[config.mk]
export PLATFORM = sky130hd
export DESIGN_NAME = bpred_btb
export DESIGN_NICKNAME = d
export VERILOG_FILES = /design/src/rtl/bpred_btb_pkg.sv /design/src/rtl/sat_counter.sv /design/src/rtl/bpred_btb.sv
export SDC_FILE = /design/constraint.sdc
export NUM_CORES = 2
export LEC_CHECK = 0
export ABC_AREA = 0
export CAP_MARGIN = 20
export CORE_AREA = 4 4 522 524
export DETAILED_ROUTE_END_ITERATION = 8
export DIE_AREA = 0 0 526 528
export MAX_ROUTING_LAYER = met4
export PLACE_DENSITY = 0.65
export SLEW_MARGIN = 15
export SYNTH_ARGS = -nofsm -noshare
export SYNTH_HDL_FRONTEND = slang
export SYNTH_SLANG_ARGS = --single-unit
[constraint.sdc]
create_clock -name clk -period 10.18 [get_ports clk]
set_input_delay 2.545 -clock clk [delete_from_list [all_inputs] [get_ports clk]]
set_output_delay 2.545 -clock clk [all_outputs]
set_load 0.1 [all_outputs]
[src/rtl/bpred_btb_pkg.sv]
// rtl/bpred_btb_pkg.sv - shared types and defaults for the branch target buffer
package bpred_btb_pkg;

  localparam int PC_W         = 32;
  localparam int BTB_NENTRIES = 64;
  localparam int BTB_TAG_W    = 10;
  localparam int BTB_CNT_W    = 2;

  typedef logic [PC_W-1:0] pc_t;

  typedef struct packed {
    pc_t  pcnext;
    logic taken;
  } bp_t;

  typedef struct packed {
    logic                 valid;
    logic [BTB_TAG_W-1:0] tag;
    pc_t                  target;
    logic [BTB_CNT_W-1:0] cnt;
  } btb_entry_t;

endpackage

[src/rtl/sat_counter.sv]
// rtl/sat_counter.sv - combinational next value of a saturating up/down counter
module sat_counter #(
  parameter int W = 2
) (
  input  logic [W-1:0] cnt,
  input  logic         inc,
  output logic [W-1:0] nxt
);

  always_comb begin
    nxt = cnt;
    if (inc && (cnt != {W{1'b1}})) begin
      nxt = cnt + W'(1);
    end else if (!inc && (cnt != {W{1'b0}})) begin
      nxt = cnt - W'(1);
    end
  end

endmodule

[src/rtl/bpred_btb.sv]
// rtl/bpred_btb.sv - direct-mapped BTB with zero-cycle prediction and per-entry direction counters
module bpred_btb
  import bpred_btb_pkg::*;
#(
  parameter int NENTRIES = BTB_NENTRIES,
  parameter int TAG_W    = BTB_TAG_W,
  parameter int CNT_W    = BTB_CNT_W
) (
  input  logic        clk,
  input  logic        rst,
  input  logic        valid,
  input  logic        ready,
  input  pc_t         pc,
  output bp_t         prediction_0,
  input  logic        upd_valid,
  input  pc_t         upd_pc,
  input  logic        upd_taken,
  input  pc_t         upd_target,
  input  logic        flush,
  output logic [31:0] perf_hits
);

  localparam int IDX_W = $clog2(NENTRIES);
  localparam logic [CNT_W-1:0] CNT_WEAK_TAKEN = {1'b1, {(CNT_W-1){1'b0}}};

  logic [NENTRIES-1:0] valid_q;
  logic [TAG_W-1:0]    tag_q    [NENTRIES];
  pc_t                 target_q [NENTRIES];
  logic [CNT_W-1:0]    cnt_q    [NENTRIES];

  logic [IDX_W-1:0] idx, upd_idx;
  logic [TAG_W-1:0] tag, upd_tag;
  logic             hit, upd_hit;
  logic [CNT_W-1:0] cnt_nxt;

  assign idx     = pc[IDX_W+1:2];
  assign tag     = pc[IDX_W+2 +: TAG_W];
  assign upd_idx = upd_pc[IDX_W+1:2];
  assign upd_tag = upd_pc[IDX_W+2 +: TAG_W];

  logic unused_upd_bits;
  assign unused_upd_bits = ^{upd_pc[1:0], upd_pc[PC_W-1:IDX_W+2+TAG_W]};

  // Lookup reads only registered state, so a same-cycle update is never visible here.
  assign hit     = valid_q[idx] && (tag_q[idx] == tag);
  assign upd_hit = valid_q[upd_idx] && (tag_q[upd_idx] == upd_tag);

  always_comb begin
    prediction_0.taken  = hit && cnt_q[idx][CNT_W-1];
    prediction_0.pcnext = prediction_0.taken ? target_q[idx] : pc + pc_t'(4);
  end

  sat_counter #(.W(CNT_W)) u_sat_counter (
    .cnt (cnt_q[upd_idx]),
    .inc (upd_taken),
    .nxt (cnt_nxt)
  );

  always_ff @(posedge clk) begin
    if (rst || flush) begin
      valid_q <= '0;
    end else if (upd_valid && !upd_hit && upd_taken) begin
      valid_q[upd_idx] <= 1'b1;
    end
  end

  // Payload arrays are not reset; valid_q alone decides whether an entry is live.
  always_ff @(posedge clk) begin
    if (!rst && !flush && upd_valid) begin
      if (upd_hit) begin
        cnt_q[upd_idx] <= cnt_nxt;
        if (upd_taken) begin
          target_q[upd_idx] <= upd_target;
        end
      end else if (upd_taken) begin
        tag_q[upd_idx]    <= upd_tag;
        target_q[upd_idx] <= upd_target;
        cnt_q[upd_idx]    <= CNT_WEAK_TAKEN;
      end
    end
  end

  always_ff @(posedge clk) begin
    if (rst) begin
      perf_hits <= '0;
    end else if (valid && ready && hit) begin
      perf_hits <= perf_hits + 32'd1;
    end
  end

endmodule

==> run metrics <==
Num CTS Buffers=304; Hold Fails Final Rpt=0; WHS=0.470 ns; LEAKAGE=42.8 nW; Layout Nets=6,283; post-synth net total=5,931; Slowest cell on crit path=nand4_1; Vias/cell=6.60; H-tree level count=5; crit path max fanout=35; CP peak stage delay=0.70 ns; RSZ-0062 raised after global routing=false; Placer Congestion=0.988; Rel. slew slack=23.0%; most frequent cell after synthesis=edfxtp_1; Unique masters post-synth=72; Clock Latency Late Sink=0.85 ns; Sum Neg Setup Slack=0 ns; Die Ht=528 um; core area=0.267 mm2; top cells by area, synth=edfxtp_1 (70%), mux4_2 (17%), dfxtp_1 (1.6%); layout cells sized above 1=30.5%; Worst-path clk slew=0.06 ns; ys flop type=edfxtp_1; Post-synth EDFFs=2,816; CP endpoint kind=output pin; detailed-route DRC error count=0; max cap viols=0; initial antenna violation count=34; Avg WL per Cell=36.1 um; input/output buffers=151; Hold Crit Class=register to register; HPWL after DPL=207,000 um; cell count after synthesis=5,824; Synth-to-Final Area Change=14.5%; GRT Resource Usage Total=26.3%; Critical Path Source=pc[2]; Initial DRC Count=10.5k; most frequent CP cell=buf_4; Mean Syn Cell Area=20.6 um2; first-pass GRT wire length=504,000 um; Fmax=0.105 GHz; First-pass DRT Iterations=6; synth warn=0; Synth area leader=edfxtp_1; pwr/cell area=188 mW/mm2; worst reg-to-reg setup slack=4.92 ns; Crit Path Class=primary input to output pin; Synth Register Bits=2,912; Final setup viols=0; Hold EP=valid_q[5]; die area=0.278 mm2; vias=65.9k; Cells on Worst Hold Path=2; ys async rst share=0%; fin crit period=9.54 ns; CP startpoint kind=primary input; final period utilization=93.7%; clock skew=0.0432 ns; maximum VDD drop=0.000156 V; Resized Gates After CTS=0; Root Driver=clkbuf_16; CP Data Required Time=7.64 ns; number of global-route vias before repair=65.1k; CP Cell Sequence=buf_8, buf_4, buf_4, ha_1, nand4_1, or2_2, nor3_1, clkbuf_4, buf_4, nand2_1, xnor2_1, mux2_1, buf_12; Post-CTS Setup Inserts=0; Commonest cells post-synth=edfxtp_1 (2,816), mux4_2 (925), nand2_1 (190); num ports=168; Least-Margin Pin Slew=1.15 ns; HP Start=valid_q[5]; Initial Util=44.9%; Synth top area share=70.5%; Die Width=526 um; final WL=360,000 um; post-synthesis cell area=0.120 mm2; post-route ant nets=0; Row Count=190; sequential element share of the synthesized area=72.1%; status=complete, no violations; gr ovfl total=0; CTS tree=done; largest net degree at the start of global routing=148; final slew viol count=0; clock buffer depth=4; Crit path arrival time=7.00 ns; clock sink count=2,912; # fillers=20.8k; non-filler cells, final=9,984; Reg2Reg Depth=11; hold buffers post-CTS=0; Crit Reg-Reg Startpoint=tag_q[13][5]; Worst R2R End=valid_q[14]; Inst Count DP=9,417
[sequential cells by signal, indices dropped and copies added, names as in the netlist]
| signal | count |
|---|---|
| cnt_q | 128 |
| perf_hits | 32 |
| tag_q | 640 |
| target_q | 2048 |
| valid_q | 64 |
[worst max-delay path by stage]
stage | end | slack [ns] | cells past startpoint
6_report | prediction_0[29] | 0.64 | 13
3_3_place_gp | prediction_0[29] | 0.23 | 12
4_1_cts | prediction_0[29] | 0.18 | 12
5_1_grt | prediction_0[30] | 0.39 | 11
3_5_place_dp | prediction_0[29] | 0.19 | 12
2_1_floorplan | prediction_0[3] | 0.49 | 15
[cell families after synthesis]
| group | after synthesis | synth area share [%] |
|---|---|---|
| xor gates and xnor gates | 46 | 0.336 |
| buffers and inverters | 433 | 1.69 |
| AOI/OAI and AO/OA | 513 | 3.15 |
| DFF | 2912 | 72.1 |
| and+or+nand+nor | 718 | 2.93 |
| muxes | 1198 | 19.8 |
| adders and majority gates | 4 | 0.0417 |
[stage by stage]
step | cell area (um2) | total power [mW] | setup slack (ns) | util (%)
6_report | 137000 | 25.8 | 0.637 | 51.3
5_1_grt | 137000 | 26.5 | 0.386 | 51.3
4_1_cts | 137000 | 25.9 | 0.178 | 51.3
3_5_place_dp | 127000 | 15.1 | 0.191 | 47.7
3_3_place_gp | 127000 | 15.0 | 0.234 | 47.6
2_1_floorplan | 120000 | 14.4 | 0.486 | -
[area by class of cell]
cell class	count	area [um2]	share of cell area, %
timing repair buffer	467	4360	3.18
multi-input combinational	2479	32200	23.5
clock inverter	156	1550	1.13
sequential	2912	86500	63.0
antenna	24	60.1	0.0437
inverter	12	55.1	0.0401
tap	3552	4440	3.24
clock buffer	382	8150	5.93
[worst max-delay path, delay by kind of cell]
family,cells,cell delay (ns)
and+or+nand+nor,4,1.63
xor gates and xnor gates,1,0.13
adders and majority gates,1,0.37
muxes,1,0.33
buffers and inverters,6,1.89
[routing by layer]
metal | GRT usage, % | up-vias | wire [um]
li1 | - | 25500 | -
met1 | 34.9 | 35200 | 135000
met2 | 39.4 | 4297 | 168000
met3 | 6.11 | 891 | 39000
met4 | 11.1 | 0 | 18400
met5 | - | - | 0
[power by group]
group	switching (mW)	internal, mW	leakage, nW
clock network	4.54	6.43	4.73
logic	1.03	0.593	12.0
registers	0.00415	13.2	26.1
[cell usage in the layout, fill, tap and decap left out, drive strengths merged, types with 14 or more instances in the layout]
cell type / synthesis / final
nor2: 153 / 153
a22o: 18 / 18
xnor2: 29 / 29
nand4: 42 / 42
inv: 11 / 19
clkbuf: 187 / 384
o31ai: 63 / 63
and2: 16 / 16
bufinv: 0 / 30
buf: 234 / 399
nand2: 190 / 190
nor3: 133 / 133
mux2: 132 / 132
a211oi: 22 / 22
a21oi: 56 / 56
edfxtp: 2816 / 2816
mux4: 925 / 925
and3: 28 / 28
clkinv: 1 / 109
dfxtp: 96 / 96
xor2: 17 / 17
diode: 0 / 24
a31oi: 19 / 19
nand3b: 17 / 17
o21ai: 31 / 31
mux2i: 141 / 141
a221oi: 78 / 78
nor4: 14 / 14
a22oi: 106 / 106
o22ai: 40 / 40
nor2b: 44 / 44
clkdlybuf4s50: 0 / 66
nand3: 40 / 40
(Power assumes the default switching activity.)
